<file path="src/rtl/ex_fwd_ctrl_pkg.sv">
// Shared types and decode helpers for the EX-stage forwarding controller.
// The opcodes are RV32I major opcodes. The helpers report which register
// fields each instruction class actually reads or writes.
package ex_fwd_ctrl_pkg;

  localparam int REG_ADDR_W = 5;
  localparam int NUM_REGS   = 32;

  typedef logic [6:0] opcode_t;

  localparam opcode_t OPC_R      = 7'b0110011;
  localparam opcode_t OPC_I      = 7'b0010011;
  localparam opcode_t OPC_LUI    = 7'b0110111;
  localparam opcode_t OPC_AUIPC  = 7'b0010111;
  localparam opcode_t OPC_JAL    = 7'b1101111;
  localparam opcode_t OPC_JALR   = 7'b1100111;
  localparam opcode_t OPC_LOAD   = 7'b0000011;
  localparam opcode_t OPC_STORE  = 7'b0100011;
  localparam opcode_t OPC_BRANCH = 7'b1100011;

  typedef enum logic [1:0] {
    RS_EX_SEL  = 2'd0,
    MEM_EX_SEL = 2'd1,
    WB_EX_SEL  = 2'd2
  } ex_fwd_sel_t;

  typedef struct packed {
    opcode_t               opcode;
    logic [REG_ADDR_W-1:0] rd;
    logic [REG_ADDR_W-1:0] rs1;
    logic [REG_ADDR_W-1:0] rs2;
  } instr_t;

  typedef struct packed {
    logic                  valid;
    logic [REG_ADDR_W-1:0] rd;
    logic                  wr_en;
    logic                  is_load;
  } fwd_rec_t;

  function automatic logic writes_rd(input opcode_t op);
    return op inside {OPC_R, OPC_I, OPC_LUI, OPC_AUIPC, OPC_JAL, OPC_JALR, OPC_LOAD};
  endfunction

  function automatic logic uses_rs1(input opcode_t op);
    return op inside {OPC_R, OPC_I, OPC_BRANCH, OPC_LOAD, OPC_STORE, OPC_JALR};
  endfunction

  function automatic logic uses_rs2(input opcode_t op);
    return op inside {OPC_R, OPC_BRANCH, OPC_STORE};
  endfunction

  // JALR reads rs1 only through the raw path; its ALU A input is the PC.
  function automatic logic alu_a_uses_rs1(input opcode_t op);
    return op inside {OPC_R, OPC_I, OPC_BRANCH, OPC_LOAD, OPC_STORE};
  endfunction

  // Stores route rs2 through the raw path, so ALU B keeps the immediate.
  function automatic logic alu_b_uses_rs2(input opcode_t op);
    return op inside {OPC_R, OPC_BRANCH};
  endfunction

endpackage

</file>
<file path="src/rtl/ex_fwd_ctrl_if.sv">
// ID-side request signals and EX-side forwarding selects of the forwarding controller.
interface ex_fwd_ctrl_if;
  import ex_fwd_ctrl_pkg::*;

  instr_t      id_instr;
  logic        id_valid;
  logic        stall_in;
  logic        flush;
  ex_fwd_sel_t fwd_a;
  ex_fwd_sel_t fwd_b;
  ex_fwd_sel_t fwd_rs1_raw;
  ex_fwd_sel_t fwd_rs2_raw;
  logic        load_use_stall;
  logic        ex_valid;

  modport master (
    output id_instr, id_valid, stall_in, flush,
    input  fwd_a, fwd_b, fwd_rs1_raw, fwd_rs2_raw, load_use_stall, ex_valid
  );

  modport slave (
    input  id_instr, id_valid, stall_in, flush,
    output fwd_a, fwd_b, fwd_rs1_raw, fwd_rs2_raw, load_use_stall, ex_valid
  );
endinterface

</file>
<file path="src/rtl/ex_fwd_ctrl_fwd_src_cmp.sv">
// Compares one source register index against the EX and MEM producer records.
// It returns the raw forward select and whether the EX match is a pending load.
module ex_fwd_ctrl_fwd_src_cmp
  import ex_fwd_ctrl_pkg::*;
(
  input  logic [REG_ADDR_W-1:0] src,
  input  fwd_rec_t              ex_rec,
  input  fwd_rec_t              mem_rec,
  output ex_fwd_sel_t           sel,
  output logic                  ex_load_hit
);

  logic ex_match;
  logic mem_match;

  assign ex_match  = ex_rec.valid  && ex_rec.wr_en  && (ex_rec.rd  == src) && (src != '0);
  assign mem_match = mem_rec.valid && mem_rec.wr_en && (mem_rec.rd == src) && (src != '0);

  // The EX record is the younger producer, so it wins over MEM.
  always_comb begin
    sel = RS_EX_SEL;
    if (ex_match) begin
      sel = MEM_EX_SEL;
    end else if (mem_match) begin
      sel = WB_EX_SEL;
    end
  end

  assign ex_load_hit = ex_match && ex_rec.is_load;

endmodule

</file>
<file path="src/rtl/ex_fwd_ctrl.sv">
// EX-stage forwarding and load-use hazard controller with its own shadow pipeline.
// Selects are registered so that they line up with the cycle the instruction spends in EX.
module ex_fwd_ctrl
  import ex_fwd_ctrl_pkg::*;
(
  input  logic         clk,
  input  logic         rst_n,
  ex_fwd_ctrl_if.slave bus
);

  // No WB record is kept: a producer that reaches WB while its consumer is
  // still in ID has retired by the consumer's EX cycle. The write-first
  // register file supplies that value.
  fwd_rec_t    ex_rec_reg,  ex_rec_next;
  fwd_rec_t    mem_rec_reg;
  ex_fwd_sel_t fwd_a_reg,   fwd_a_next;
  ex_fwd_sel_t fwd_b_reg,   fwd_b_next;
  ex_fwd_sel_t fwd_rs1_reg, fwd_rs1_next;
  ex_fwd_sel_t fwd_rs2_reg, fwd_rs2_next;

  opcode_t               id_op;
  logic [REG_ADDR_W-1:0] src_idx  [2];
  ex_fwd_sel_t           raw_sel  [2];
  logic                  load_hit [2];
  logic                  load_use;
  logic                  bubble;

  assign id_op      = bus.id_instr.opcode;
  assign src_idx[0] = bus.id_instr.rs1;
  assign src_idx[1] = bus.id_instr.rs2;

  generate
    for (genvar gi = 0; gi < 2; gi++) begin : g_src_cmp
      ex_fwd_ctrl_fwd_src_cmp u_cmp (
        .src         (src_idx[gi]),
        .ex_rec      (ex_rec_reg),
        .mem_rec     (mem_rec_reg),
        .sel         (raw_sel[gi]),
        .ex_load_hit (load_hit[gi])
      );
    end
  endgenerate

  always_comb begin
    load_use = 1'b0;
    bubble   = 1'b1;
    ex_rec_next  = '0;
    fwd_a_next   = RS_EX_SEL;
    fwd_b_next   = RS_EX_SEL;
    fwd_rs1_next = RS_EX_SEL;
    fwd_rs2_next = RS_EX_SEL;

    // Only sources the instruction really reads can cause a stall.
    load_use = bus.id_valid && !bus.flush &&
               ((uses_rs1(id_op) && load_hit[0]) || (uses_rs2(id_op) && load_hit[1]));
    bubble   = bus.flush || load_use || !bus.id_valid;

    if (!bubble) begin
      ex_rec_next.valid   = 1'b1;
      ex_rec_next.rd      = bus.id_instr.rd;
      ex_rec_next.wr_en   = writes_rd(id_op) && (bus.id_instr.rd != '0);
      ex_rec_next.is_load = (id_op == OPC_LOAD);
      fwd_rs1_next = raw_sel[0];
      fwd_rs2_next = raw_sel[1];
      // A non-RS select would override pc/imm in the operand mux.
      if (alu_a_uses_rs1(id_op)) fwd_a_next = raw_sel[0];
      if (alu_b_uses_rs2(id_op)) fwd_b_next = raw_sel[1];
    end
  end

  always_ff @(posedge clk or negedge rst_n) begin
    if (!rst_n) begin
      ex_rec_reg  <= '0;
      mem_rec_reg <= '0;
      fwd_a_reg   <= RS_EX_SEL;
      fwd_b_reg   <= RS_EX_SEL;
      fwd_rs1_reg <= RS_EX_SEL;
      fwd_rs2_reg <= RS_EX_SEL;
    end else if (!bus.stall_in) begin
      mem_rec_reg <= ex_rec_reg;
      ex_rec_reg  <= ex_rec_next;
      fwd_a_reg   <= fwd_a_next;
      fwd_b_reg   <= fwd_b_next;
      fwd_rs1_reg <= fwd_rs1_next;
      fwd_rs2_reg <= fwd_rs2_next;
    end
  end

  assign bus.fwd_a          = fwd_a_reg;
  assign bus.fwd_b          = fwd_b_reg;
  assign bus.fwd_rs1_raw    = fwd_rs1_reg;
  assign bus.fwd_rs2_raw    = fwd_rs2_reg;
  assign bus.load_use_stall = load_use;
  assign bus.ex_valid       = ex_rec_reg.valid;

endmodule

</file>
<file path="src/flat_wrapper.sv">
// flat-port wrapper written by rule: the top's interface ports become plain ports
module ex_fwd_ctrl_flat import ex_fwd_ctrl_pkg::*;
  (clk, rst_n, bus_id_instr, bus_id_valid, bus_stall_in, bus_flush, bus_fwd_a, bus_fwd_b, bus_fwd_rs1_raw, bus_fwd_rs2_raw, bus_load_use_stall, bus_ex_valid);
  ex_fwd_ctrl_if bus_i ();
  input  logic clk;
  input  logic rst_n;
  input wire logic [$bits(bus_i.id_instr)-1:0] bus_id_instr;
  input wire logic [$bits(bus_i.id_valid)-1:0] bus_id_valid;
  input wire logic [$bits(bus_i.stall_in)-1:0] bus_stall_in;
  input wire logic [$bits(bus_i.flush)-1:0] bus_flush;
  output wire logic [$bits(bus_i.fwd_a)-1:0] bus_fwd_a;
  output wire logic [$bits(bus_i.fwd_b)-1:0] bus_fwd_b;
  output wire logic [$bits(bus_i.fwd_rs1_raw)-1:0] bus_fwd_rs1_raw;
  output wire logic [$bits(bus_i.fwd_rs2_raw)-1:0] bus_fwd_rs2_raw;
  output wire logic [$bits(bus_i.load_use_stall)-1:0] bus_load_use_stall;
  output wire logic [$bits(bus_i.ex_valid)-1:0] bus_ex_valid;
  assign bus_i.id_instr = bus_id_instr;
  assign bus_i.id_valid = bus_id_valid;
  assign bus_i.stall_in = bus_stall_in;
  assign bus_i.flush = bus_flush;
  assign bus_fwd_a = bus_i.fwd_a;
  assign bus_fwd_b = bus_i.fwd_b;
  assign bus_fwd_rs1_raw = bus_i.fwd_rs1_raw;
  assign bus_fwd_rs2_raw = bus_i.fwd_rs2_raw;
  assign bus_load_use_stall = bus_i.load_use_stall;
  assign bus_ex_valid = bus_i.ex_valid;
  ex_fwd_ctrl u_core (.clk(clk), .rst_n(rst_n), .bus(bus_i));
endmodule
</file>
<file path="config.mk">
export PLATFORM = sky130hd
export DESIGN_NAME = ex_fwd_ctrl_flat
export DESIGN_NICKNAME = d
export VERILOG_FILES = /design/src/rtl/ex_fwd_ctrl_pkg.sv /design/src/rtl/ex_fwd_ctrl_if.sv /design/src/rtl/ex_fwd_ctrl_fwd_src_cmp.sv /design/src/rtl/ex_fwd_ctrl.sv /design/src/flat_wrapper.sv
export SDC_FILE = /design/constraint.sdc
export NUM_CORES = 1
export LEC_CHECK = 0
export ABC_AREA = 0
export BUFFER_PORTS_ARGS = -buffer_cell sky130_fd_sc_hd__buf_2
export CAP_MARGIN = 20
export CORE_MARGIN = 4
export CORE_UTILIZATION = 52
export DETAILED_ROUTE_END_ITERATION = 10
export GPL_ROUTABILITY_DRIVEN = 0
export PLACE_DENSITY = 0.9
export SLEW_MARGIN = 20
export SYNTH_ARGS = -nofsm -noshare
export SYNTH_HDL_FRONTEND = slang
export SYNTH_HIERARCHICAL = 1
export SYNTH_SLANG_ARGS = --single-unit
</file>
<file path="constraint.sdc">
create_clock -name clk -period 3 [get_ports clk]
set_input_delay 0 -clock clk [delete_from_list [all_inputs] [get_ports clk]]
set_output_delay 0 -clock clk [all_outputs]
set_load 0.01 [all_outputs]
</file>
==> metrics <==
outcome=completed; CP max-delay cell=or4_4; Worst setup SP type=register; Register Area=576 um2; antenna viol nets, final=0; fin util=between 60% and 70%; die span in x=60.1 um; Fill cells=196; Netlist Area Pre-Place=between 1000 and 1500 um2; Synth Area per Inst=11.5 um2; Worst Path Arrival=2.54 ns; Layout area overhead=17.8%; # clock sinks=23; RSZ-0062 raised after global routing=no; Buf/Inv on CP=1; htree depth=1; ANT cells=0; post-CTS resize count=0; CP Capture Type=output pin; first-pass GRT wire length=5260 um; leakage power=0.000810 uW; Setup TNS=0 ns; total of max-cap violations=0; Hold WC Path Type=in2reg; IO Port Bufs=36; CTS tree=built; relative slew slack=42.2%; grt ovf=0; WS Path Type=reg2out; All-Layer GR Usage=19.2%; share of cells above drive strength 1=39.5%; final WL=around 3200 um; skew final=0.00720 ns; postcts setup bufs=0; period utilization=between 80% and 90%; DR vias=1141; Req. time, crit path=3.00 ns; Initial DRT Pass Iterations=4; Via-to-Cell Ratio=5.94; multi-input logic area=about 770 um2; crit-path cells=xor2_1 -> or4_4 -> nor3_1 -> nand2_1 -> a21oi_1 -> a22oi_1 -> nor3b_1 -> buf_2; Final Hold Vio Count=0; final setup fails=0; largest net degree at the start of global routing=25; crit-path leading delay family=simple AND/OR/NAND/NOR gates; worst slew pin tran=just under 0.9 ns; fmax=393 MHz; post-DR wirelength/cell=between 15 and 20 um; DR iter-0 viols=50; Worst-path clk slew=0.12 ns; max-slew violation count=0; starting density of the core=55.9%; synth warn=6; Root Buffer=clkbuf_4; Worst VDD drop=0.286 mV; post-synthesis instance total=123; Core Rows=18; Worst path max stage delay=0.55 ns; Pwr Density=354 nW/um2; Die ar.=approximately 3600 um2; number of I/O pins=37; nets@finish=190; minimum clock period after layout=2.54 ns; overall die height=roughly 60 um; estimated wirelength of the detail-placed design=~2400 um; peak fanout along the critical path=4; Synth Net Count=150; initial antenna violation count=0; clk buf depth=2; Clock Latency Late Sink=0.31 ns; number of global-route vias before repair=1154; Num CTS Buffers=3; core area=~2500 um2; # DRC=0
timing repair:
| action | 4_1_cts | 5_1_grt |
|---|---|---|
| endpoints found under the setup margin | 0 | 0 |
| endpoints found under the hold margin | 28 | 0 |
| hold buffers | 6 | 0 |
report_power, final:
part           internal, uW  switching [uW]  total (uW)
Combinational          54.4            59.2         114
Clock                  51.9            86.5         138
Sequential              322            14.0         336
Total                   428             160         588
placed cells by master, fill, tap and decap left out, types with 3 or more instances in the layout:
cell type,instances
dfrtp_1,23
xor2_1,15
nor3_1,4
mux2_2,7
a22o_1,7
or4_4,4
clkbuf_4,3
nand2_1,10
nor2_1,5
buf_2,36
dlygate4sd3_1,6
xnor2_1,6
a32o_1,6
metrics by stage:
| stage | instance area (um2) | hold slack (ns) | cells | worst slack (ns) | power (uW) |
|---|---|---|---|---|---|
| after floorplan | 1410 | -0.296 | 123 | 0.898 | 403 |
| after global placement | 1580 | -0.0181 | 182 | 0.842 | 442 |
| after detailed placement | 1580 | 0.00218 | 182 | 0.763 | 448 |
| after CTS | 1660 | 0.0286 | 192 | 0.485 | 590 |
| after global routing | 1660 | 0.0581 | 192 | 0.287 | 619 |
| final | 1660 | 0.0353 | 192 | 0.456 | 588 |
layout make-up:
cell class	instances	share of cell area, %
Clock buffer	4	1.58
Inverter	3	0.678
Multi-Input combinational cell	90	46.4
Sequential cell	23	34.6
Tap cell	30	2.26
Timing Repair Buffer	42	14.5
worst register-to-register path, delay by kind of cell, from the launching register on:
kind,cells,cell delay [ns]
simple gates,3,0.77
compound gates,3,0.80
flops,1,0.45
xor+xnor,1,0.19
worst paths after layout:
check	startpoint	slack [ns]	endpoint	cells after the start
max in group asynchronous	rst_n	2.45	u_core/mem_rec_reg[5]	2
worst max register to register	u_core/ex_rec_reg[4]	0.69	u_core/ex_rec_reg[0]	7
worst min register to register	u_core/bus.fwd_a[1]	0.51	u_core/bus.fwd_a[1]	2
worst max-delay path	u_core/ex_rec_reg[4]	0.46	bus_load_use_stall	8
min in group asynchronous	rst_n	0.20	u_core/ex_rec_reg[3]	2
worst min-delay path	bus_flush	0.04	u_core/bus.fwd_a[1]	4
routing by layer:
metal | part of all wire [%] | track usage (%)
met5 | 0 | 0
met4 | 1.8 | 6.33
met3 | 7.3 | 2.38
met2 | 48 | 31.3
met1 | 43 | 26.3
Power figures use the tool's default switching activity.
